`src/rtl/wallace_pkg.sv`:
```
// Shared types and constants for the Wallace multiplier datapath.
package wallace_pkg;
  localparam int N         = 8;       // operand width of the NxN multiplier
  localparam int PROD_W    = 2 * N;   // product width
  localparam int SPLIT_DEF = 8;       // default low-segment width for the final CPA

  // Residual rows left by the column compressors. The compressor-tree top uses this too.
  typedef struct packed {
    logic [PROD_W-1:0] sum;
    logic [PROD_W-1:0] carry;
  } rows_t;
endpackage

```
`src/rtl/wallace_cpa_pipe_if.sv`:
```
// Handshake bus between compressor tree, final CPA and product consumer.
interface wallace_cpa_pipe_if #(parameter int W = wallace_pkg::PROD_W);
  logic         in_valid;
  logic         in_ready;
  logic [W-1:0] in_sum;
  logic [W-1:0] in_carry;
  logic         out_valid;
  logic         out_ready;
  logic [W-1:0] out_prod;
  logic         out_ovf;

  // CPA side: consumes rows, produces the product
  modport slave (
    input  in_valid, in_sum, in_carry, out_ready,
    output in_ready, out_valid, out_prod, out_ovf
  );

  // Surrounding side: supplies rows, sinks the product
  modport master (
    output in_valid, in_sum, in_carry, out_ready,
    input  in_ready, out_valid, out_prod, out_ovf
  );
endinterface

```
`src/rtl/wallace_cpa_pipe_cpa_seg.sv`:
```
// Combinational ripple-carry segment built from full-adder cells.

// Single-bit full adder cell
module fa (
  input  logic a,
  input  logic b,
  input  logic ci,
  output logic s,
  output logic co
);
  assign s  = a ^ b ^ ci;
  assign co = (a & b) | (ci & (a ^ b));
endmodule

module cpa_seg #(
  parameter int WS = 8
) (
  input  logic [WS-1:0] a,
  input  logic [WS-1:0] b,
  input  logic          cin,
  output logic [WS-1:0] s,
  output logic          cout
);
  logic [WS:0] w_c;

  assign w_c[0] = cin;

  // Carry ripples LSB to MSB through one fa per bit
  for (genvar i = 0; i < WS; i++) begin : g_bit
    fa u_fa (
      .a  (a[i]),
      .b  (b[i]),
      .ci (w_c[i]),
      .s  (s[i]),
      .co (w_c[i+1])
    );
  end

  assign cout = w_c[WS];
endmodule

```
`src/rtl/wallace_cpa_pipe.sv`:
```
// Final carry-propagate adder of the Wallace multiplier: two-stage split ripple
// add (low segment in s1, high segment plus carry in s2) with valid/ready on both sides.
module wallace_cpa_pipe
  import wallace_pkg::*;
#(
  parameter int W     = PROD_W,
  parameter int SPLIT = SPLIT_DEF   // 1..W-1
) (
  input  logic                  clk,
  input  logic                  rst,
  wallace_cpa_pipe_if.slave     bus,
  output logic                  busy
);
  localparam int WH = W - SPLIT;

  // handshake
  logic w_s1_adv, w_s2_adv, w_acc;

  // stage 1 state
  logic          r_s1_valid;
  logic [SPLIT-1:0] r_lo;
  logic          r_c;
  logic [WH-1:0] r_hi_a;
  logic [WH-1:0] r_hi_b;

  // stage 2 state
  logic          r_s2_valid;
  logic [W-1:0]  r_prod;
  logic          r_ovf;

  // segment adder outputs
  logic [SPLIT-1:0] w_lo;
  logic             w_lo_c;
  logic [WH-1:0]    w_hi;
  logic             w_hi_c;

  // Ready chain: a stage may load if it is empty or the stage after it moves.
  // in_ready therefore depends combinationally on out_ready through both stages.
  assign w_s2_adv     = !r_s2_valid | bus.out_ready;
  assign w_s1_adv     = !r_s1_valid | w_s2_adv;
  assign bus.in_ready = w_s1_adv;
  assign w_acc        = bus.in_valid & w_s1_adv;

  cpa_seg #(.WS(SPLIT)) u_lo (
    .a    (bus.in_sum[SPLIT-1:0]),
    .b    (bus.in_carry[SPLIT-1:0]),
    .cin  (1'b0),
    .s    (w_lo),
    .cout (w_lo_c)
  );

  cpa_seg #(.WS(WH)) u_hi (
    .a    (r_hi_a),
    .b    (r_hi_b),
    .cin  (r_c),
    .s    (w_hi),
    .cout (w_hi_c)
  );

  // Stage 1: low sum and its carry, high operand halves passed through
  always_ff @(posedge clk or posedge rst) begin
    if (rst) begin
      r_s1_valid <= 1'b0;
      r_lo       <= '0;
      r_c        <= 1'b0;
      r_hi_a     <= '0;
      r_hi_b     <= '0;
    end else if (w_s1_adv) begin
      r_s1_valid <= w_acc;
      r_lo       <= w_lo;
      r_c        <= w_lo_c;
      r_hi_a     <= bus.in_sum[W-1:SPLIT];
      r_hi_b     <= bus.in_carry[W-1:SPLIT];
    end
  end

  // Stage 2: high sum with incoming carry, assemble product and overflow
  always_ff @(posedge clk or posedge rst) begin
    if (rst) begin
      r_s2_valid <= 1'b0;
      r_prod     <= '0;
      r_ovf      <= 1'b0;
    end else if (w_s2_adv) begin
      r_s2_valid <= r_s1_valid;
      r_prod     <= {w_hi, r_lo};
      r_ovf      <= w_hi_c;
    end
  end

  assign bus.out_valid = r_s2_valid;
  assign bus.out_prod  = r_prod;
  assign bus.out_ovf   = r_ovf;
  assign busy          = r_s1_valid | r_s2_valid;
endmodule

```
`src/flat_wrapper.sv`:
```
// flat-port wrapper written by rule: the top's interface ports become plain ports
module wallace_cpa_pipe_flat import wallace_pkg::*;
#(
  parameter int W     = PROD_W,
  parameter int SPLIT = SPLIT_DEF            
)
  (clk, rst, busy, bus_in_valid, bus_in_sum, bus_in_carry, bus_out_ready, bus_in_ready, bus_out_valid, bus_out_prod, bus_out_ovf);
  wallace_cpa_pipe_if #(.W(W)) bus_i ();
  input  logic clk;
  input  logic rst;
  output logic busy;
  input wire logic [$bits(bus_i.in_valid)-1:0] bus_in_valid;
  input wire logic [$bits(bus_i.in_sum)-1:0] bus_in_sum;
  input wire logic [$bits(bus_i.in_carry)-1:0] bus_in_carry;
  input wire logic [$bits(bus_i.out_ready)-1:0] bus_out_ready;
  output wire logic [$bits(bus_i.in_ready)-1:0] bus_in_ready;
  output wire logic [$bits(bus_i.out_valid)-1:0] bus_out_valid;
  output wire logic [$bits(bus_i.out_prod)-1:0] bus_out_prod;
  output wire logic [$bits(bus_i.out_ovf)-1:0] bus_out_ovf;
  assign bus_i.in_valid = bus_in_valid;
  assign bus_i.in_sum = bus_in_sum;
  assign bus_i.in_carry = bus_in_carry;
  assign bus_i.out_ready = bus_out_ready;
  assign bus_in_ready = bus_i.in_ready;
  assign bus_out_valid = bus_i.out_valid;
  assign bus_out_prod = bus_i.out_prod;
  assign bus_out_ovf = bus_i.out_ovf;
  wallace_cpa_pipe #(.W(W), .SPLIT(SPLIT)) u_core (.clk(clk), .rst(rst), .bus(bus_i), .busy(busy));
endmodule
```
`config.mk`:
```
export PLATFORM = sky130hd
export DESIGN_NAME = wallace_cpa_pipe_flat
export DESIGN_NICKNAME = d
export VERILOG_FILES = /design/src/rtl/wallace_pkg.sv /design/src/rtl/wallace_cpa_pipe_if.sv /design/src/rtl/wallace_cpa_pipe_cpa_seg.sv /design/src/rtl/wallace_cpa_pipe.sv /design/src/flat_wrapper.sv
export SDC_FILE = /design/constraint.sdc
export NUM_CORES = 1
export LEC_CHECK = 0
export CAP_MARGIN = 20
export CORE_MARGIN = 2
export CORE_UTILIZATION = 35
export CTS_CLUSTER_DIAMETER = 50
export DETAILED_ROUTE_END_ITERATION = 10
export GPL_ROUTABILITY_DRIVEN = 0
export HOLD_SLACK_MARGIN = 0.05
export SYNTH_ARGS = -nofsm -noshare
export SYNTH_HDL_FRONTEND = slang
export SYNTH_HIERARCHICAL = 1
export SYNTH_SLANG_ARGS = --single-unit
```
`constraint.sdc`:
```
create_clock -name clk -period 8 [get_ports clk]
set_input_delay 1.6 -clock clk [delete_from_list [all_inputs] [get_ports clk]]
set_output_delay 1.6 -clock clk [all_outputs]
set_load 0.05 [all_outputs]
```
# [Yosys cells after proc, flatten, opt, wreduce, memory -nomap -nowiden]
# Index checks and enable logic that the tools add are counted.
[op_classes] reduce_logical=2 bitwise=81
[ops] operator="$and A1 B1 Y1" n=32
[ops] operator="$xor A1 B1 Y1" n=31
[ops] operator="$or A1 B1 Y1" n=18
[ops] operator="$logic_not A1 Y1" n=2
[totals] ff_bits=44 in_bits=36

# [Depth between registers and ports, before layout]
# Gate-level depths: netlist (run 1).
[depth] depth_word=17 ltp_mapped=9 ltp_nobuf=9

# [Modules after synthesis]
# The synthesis (run 1) kept the hierarchy.
[modules_own_cells] mod="wallace_cpa_pipe" cells_each=98 instances=1 seq_area_each_um2=1101.1 area_per_inst_um2=1759.2
[modules_own_cells] mod="fa" cells_each=1 instances=16 seq_area_each_um2=0.0 area_per_inst_um2=20.0

# [Worst setup path after synthesis (run 1)]
# OpenSTA, ideal clock, no wires.
[synth_timing] path_type="in2reg" start="in bus_in_sum[0]" end="reg u_core.r_lo[7]" stages=9 path_slack_ns=2.905 t_arrival_ns=4.971 n_path_buf=0 cell_sequence="fa_1 fa_1 fa_1 fa_1 fa_1 fa_1 fa_1 fa_1 mux2_2"
[synth_via] elab_chain_cells=14
[synth_rtl] element="from (decl)" line_no="flat_wrapper.sv:13" source="input wire logic [$bits(bus_i.in_sum)-1:0] bus_in_sum;"
[synth_rtl] element="$and A1 B1 Y1 (2 in a row)" line_no="wallace_cpa_pipe_cpa_seg.sv:12" source="assign co = (a & b) | (ci & (a ^ b));"
[synth_rtl] element="$or A1 B1 Y1" line_no="wallace_cpa_pipe_cpa_seg.sv:12"
[synth_rtl] element="named net u_core.u_lo.w_c[2]" line_no="wallace_cpa_pipe_cpa_seg.sv:24" source="logic [WS:0] w_c;"
[synth_rtl] element="$and A1 B1 Y1" line_no="wallace_cpa_pipe_cpa_seg.sv:12"
[synth_rtl] element="$or A1 B1 Y1" line_no="wallace_cpa_pipe_cpa_seg.sv:12"
[synth_rtl] element="named net u_core.u_lo.w_c[3]" line_no="wallace_cpa_pipe_cpa_seg.sv:24"
[synth_rtl] element="$and A1 B1 Y1" line_no="wallace_cpa_pipe_cpa_seg.sv:12"
[synth_rtl] element="$or A1 B1 Y1" line_no="wallace_cpa_pipe_cpa_seg.sv:12"
[synth_rtl] element="named net u_core.u_lo.w_c[4]" line_no="wallace_cpa_pipe_cpa_seg.sv:24"
[synth_rtl] element="[2 not listed]"
[synth_rtl] element="named net u_core.u_lo.w_c[5]" line_no="wallace_cpa_pipe_cpa_seg.sv:24"
[synth_rtl] element="$and A1 B1 Y1" line_no="wallace_cpa_pipe_cpa_seg.sv:12"
[synth_rtl] element="$or A1 B1 Y1" line_no="wallace_cpa_pipe_cpa_seg.sv:12"
[synth_rtl] element="named net u_core.u_lo.w_c[6]" line_no="wallace_cpa_pipe_cpa_seg.sv:24"
[synth_rtl] element="$and A1 B1 Y1" line_no="wallace_cpa_pipe_cpa_seg.sv:12"
[synth_rtl] element="$or A1 B1 Y1" line_no="wallace_cpa_pipe_cpa_seg.sv:12"
[synth_rtl] element="named net u_core.u_lo.w_c[7]" line_no="wallace_cpa_pipe_cpa_seg.sv:24"
[synth_rtl] element="$xor A1 B1 Y1" line_no="wallace_cpa_pipe_cpa_seg.sv:11" source="assign s = a ^ b ^ ci;"
[synth_rtl] element="named net u_core.w_lo[7]" line_no="wallace_cpa_pipe.sv:32" source="logic [SPLIT-1:0] w_lo;"
[synth_rtl] element="to (signal assigned)" line_no="wallace_cpa_pipe.sv:70" source="r_lo <= w_lo;"
[synth_rtl] element="to (decl)" line_no="wallace_cpa_pipe.sv:21" source="logic [SPLIT-1:0] r_lo;"
# The timed path passes the listed nets, and every way through them passes these cells.
# A chain may end at the register's enable or synchronous reset.

# [Final worst setup path (run 1)]
[layout_timing] start="in bus_in_sum[0]" end="reg u_core.r_lo[7]"
[layout_via] elab_chain_cells=14
[layout_rtl] element="$and A1 B1 Y1" line_no="wallace_cpa_pipe_cpa_seg.sv:12"
[layout_rtl] element="named net u_core.u_lo.w_c[1]" line_no="wallace_cpa_pipe_cpa_seg.sv:24"
[layout_rtl] element="$and A1 B1 Y1" line_no="wallace_cpa_pipe_cpa_seg.sv:12"
[layout_rtl] element="$or A1 B1 Y1" line_no="wallace_cpa_pipe_cpa_seg.sv:12"
[layout_rtl] element="named net u_core.u_lo.w_c[2]" line_no="wallace_cpa_pipe_cpa_seg.sv:24"
[layout_rtl] element="$and A1 B1 Y1" line_no="wallace_cpa_pipe_cpa_seg.sv:12"
[layout_rtl] element="$or A1 B1 Y1" line_no="wallace_cpa_pipe_cpa_seg.sv:12"
[layout_rtl] element="named net u_core.u_lo.w_c[3]" line_no="wallace_cpa_pipe_cpa_seg.sv:24"
[layout_rtl] element="[2 not listed]"
[layout_rtl] element="named net u_core.u_lo.w_c[4]" line_no="wallace_cpa_pipe_cpa_seg.sv:24"
[layout_rtl] element="[2 not listed]"
[layout_rtl] element="named net u_core.u_lo.w_c[5]" line_no="wallace_cpa_pipe_cpa_seg.sv:24"
[layout_rtl] element="$and A1 B1 Y1" line_no="wallace_cpa_pipe_cpa_seg.sv:12"
[layout_rtl] element="$or A1 B1 Y1" line_no="wallace_cpa_pipe_cpa_seg.sv:12"
[layout_rtl] element="named net u_core.u_lo.w_c[6]" line_no="wallace_cpa_pipe_cpa_seg.sv:24"
[layout_rtl] element="$and A1 B1 Y1" line_no="wallace_cpa_pipe_cpa_seg.sv:12"
[layout_rtl] element="$or A1 B1 Y1" line_no="wallace_cpa_pipe_cpa_seg.sv:12"
[layout_rtl] element="named net u_core.u_lo.w_c[7]" line_no="wallace_cpa_pipe_cpa_seg.sv:24"
[layout_rtl] element="$xor A1 B1 Y1" line_no="wallace_cpa_pipe_cpa_seg.sv:11"
[layout_rtl] element="named net u_core.w_lo[7]" line_no="wallace_cpa_pipe.sv:32"
# The timed path passes the listed nets, and every way through them passes these cells.

==> summary.md, run 1 <==
| Metric | Value |
|---|---|
| Hold buffer count at cts | 0 |
| Drc violations | 0 |
| Max transition margin | ~33% |
| Die width | 81.08 µm |
| TritonCTS clock tree | done |
| Unrepaired setup endpoints after global routing | no |
| CP endpoint kind | flip-flop |
| CTS root buf | clkbuf_8 |
| Post-synthesis adder-cell area fraction | 15.40% |
| Max_cap viols | 0 |
| Post-layout min period | ~5.4 ns |
| Avg Cell Area, Syn | ~18 µm² |
| Setup violators final | 0 |
| Total power | around 0.74 mW |
| Setup TNS | 0 ns |
| Leading area contributor after synthesis | dfrtp_1 |
| CTS H-tree depth | 2 |
| Global-route wire length before repair | 6.237 mm |
| Dpl cell area | approximately 2700 µm² |
| Required @ worst endpoint | 8.18 ns |
| Synth cell types | 11 |
| Crit path kind | in -> reg |
| Largest net degree at the start of global routing | 45 |
| Synthesized Nets | roughly 170 |
| Number of CTS-inserted buffers | 5 |
| Hold WC Path Type | reg -> reg |
| Post-Synth Simple-Gate Area | under 10% |
| Placed wire-length estimate | about 2.7 mm |
| Antenna fix cells | 0 |
| Starting Density | between 30% and 40% |
| Clk_lat worst skew | 0.29 ns |
| CTS Sinks | between 40 and 50 |
| Chip Height | 81.08 µm |
| Clk pin slew, worst setup/hold paths | 0.08 ns |
| Synth Area in XOR/XNOR | 0% |
| Largest family of logic cells by synthesized area | multiplexers |
| Antenna violations before repair | 0 |
| Post-Syn Area | between 2000 and 2500 µm² |
| Count of warnings emitted by yosys | 6 |
| Synthesized instance count | 114 |
| CP startpoint kind | input port |
| Area Growth Syn to Fin | 32.13% |
| Post-synthesis mux area share | 26.17% |
| Fin worst setup slack | 2.609 ns |
| Leakage | about 1.2 nW |
| Rows | 28 |
| PortBufs | between 50 and 60 |
| Total grt overflow | 0 |
| Worst VDD drop | ~0.17 mV |
| Worst-margin pin slew | about 1 ns |
| Vias per cell | around 4.6 |
| Fin crit share | approximately two thirds |
| Fmax achieved | approximately 0.19 GHz |
| Fin. max-slew vios | 0 |
| Avg WL per Cell | around 15 µm |
| Post-synth top area share | a little over half |
| CTS max path bufs | 2 |
| PostCTS Resize Cnt | 0 |
| Sequential element share of the synthesized area | a little over half |
| Total GRT Usage | between 10% and 20% |
| Area of the core | 5816 µm² |
| Layout cell share with drive strength beyond 1 | between 20% and 30% |
| Top cells by area, synth | dfrtp_1, fa_1, mux2_4 |
| Synth Register Bits | between 40 and 50 |
| Crit-path max FO | 1 |
| PwrDens | 270.2 nW/µm² |
| Finished Cell Area | approximately 2700 µm² |
| CP Data Arrival Time | roughly 5.6 ns |
| Post CTS Setup Buffer Count | 0 |
| Initial DRC count | 24 |
| ANT nets after route | 0 |
| Via Count | approximately 1,100 |
| Final Hold Viols | 0 |
| TritonRoute pass-1 iters | 4 |
| Dpl ws | approximately 2.3 ns |
| Vias in the first global route | approximately 1,300 |
| Total Nets Final | 224 |
| Final Skew | between 0.002 and 0.0025 ns |
| Synth Area in Compound Gates | 0% |
| I/O pins | 56 |
| Status | finished clean |
| Die ar. | 6574 µm² |
| Final wirelength | 3.721 mm |
[worst max-delay path: stages]
cell and delay (ns):
clkdlybuf4s50_1 0.43, fa_1 0.44, fa_1 0.39, fa_1 0.40
fa_1 0.40, fa_1 0.40, fa_1 0.40, fa_1 0.40
fa_1 0.44, mux2_2 0.27
[sequential cells by signal, summed over array words and instances (netlist names)]
name / cells
u_core/bus.out_ovf: 1
u_core/bus.out_prod: 16
u_core/bus.out_valid: 1
u_core/r_c: 1
u_core/r_hi_a: 8
u_core/r_hi_b: 8
u_core/r_lo: 8
u_core/r_s1_valid: 1
[kinds of logic after synthesis]
family                     after synthesis
DFF                                     44
muxes                                   42
adders and majority gates               16
buffers and inverters                    6
and+or+nand+nor                          5
other                                    1
[cells in the mapped netlist]
cell	number
buf_12	2
buf_6	3
conb_1	1
dfrtp_1	44
fa_1	16
inv_1	1
mux2_2	23
mux2_4	19
nand2b_1	3
nand3b_1	1
or2_2	1
[final timing paths]
check / endpoint / startpoint / cells past startpoint / slack, ns
max: u_core/r_lo[7] / bus_in_sum[0] / 10 / 2.61
min: u_core/bus.out_valid / u_core/r_s1_valid / 1 / 0.49
max reg2reg: u_core/bus.out_prod[15] / u_core/r_hi_a[0] / 9 / 3.90
min reg2reg: u_core/bus.out_valid / u_core/r_s1_valid / 1 / 0.49
max in group asynchronous: u_core/r_c / rst / 2 / 5.62
min in group asynchronous: u_core/r_hi_b[7] / rst / 2 / 1.83
[cells in the final DEF, fill, tap and decap left out, drive strengths merged, types with 3 or more instances in the layout]
master and instances:
nand2b 3, mux2 42, fa 16, clkbuf 8, clkdlybuf4s50 55, dfrtp 44
[per-layer routing]
layer | up-vias | wire (µm) | track usage (%)
met4 | 0 | 54 | 4.576
met5 | - | 0 | 0
met2 | 28 | 1933 | 21.40
met3 | 6 | 182 | 3.333
li1 | 498 | - | -
met1 | 599 | 1550 | 16.40
[through the flow]
stage | util [%] | cells | hold WS, ns
2_1_floorplan | - | 114 | 0.4490
3_3_place_gp | 45.70 | 240 | 0.4618
3_5_place_dp | 45.70 | 240 | 0.4726
4_1_cts | 47.25 | 248 | 0.4955
5_1_grt | 47.25 | 248 | 0.5262
6_report | 47.25 | 248 | 0.4926
[power breakdown]
part           internal [mW]  switching [mW]
clock                 0.0704          0.0695
combinational          0.130           0.170
sequential             0.273          0.0292
[cell type report]
cell class / instances / area (µm²)
fill: 511 / 3068
inverter: 1 / 3.754
sequential: 44 / 1101
multi-input combinational: 64 / 900.9
timing repair buffer: 56 / 558.0
tap: 75 / 93.84
clock buffer: 8 / 90.09
No activity file was read; power rests on OpenSTA's default activity.
==> run 2, diff against run 1 <==
==> constraint.sdc (replaced) <==
create_clock -name clk -period 5 [get_ports clk]
set_input_delay 1 -clock clk [delete_from_list [all_inputs] [get_ports clk]]
set_output_delay 1 -clock clk [all_outputs]
set_load 0.05 [all_outputs]
==> results of run 2 <==
Same layout as run 1 (identical final DEF). Status: finished clean.
Among the figures that moved: setup slack after placement 2.347 ns -> -0.05264 ns; setup slack after layout 2.609 ns -> 0.2090 ns; register-to-register setup slack 3.90 ns -> 0.90 ns; total power 0.7424 mW -> 1.188 mW; worst IR drop on VDD 0.1702 mV -> 0.2724 mV
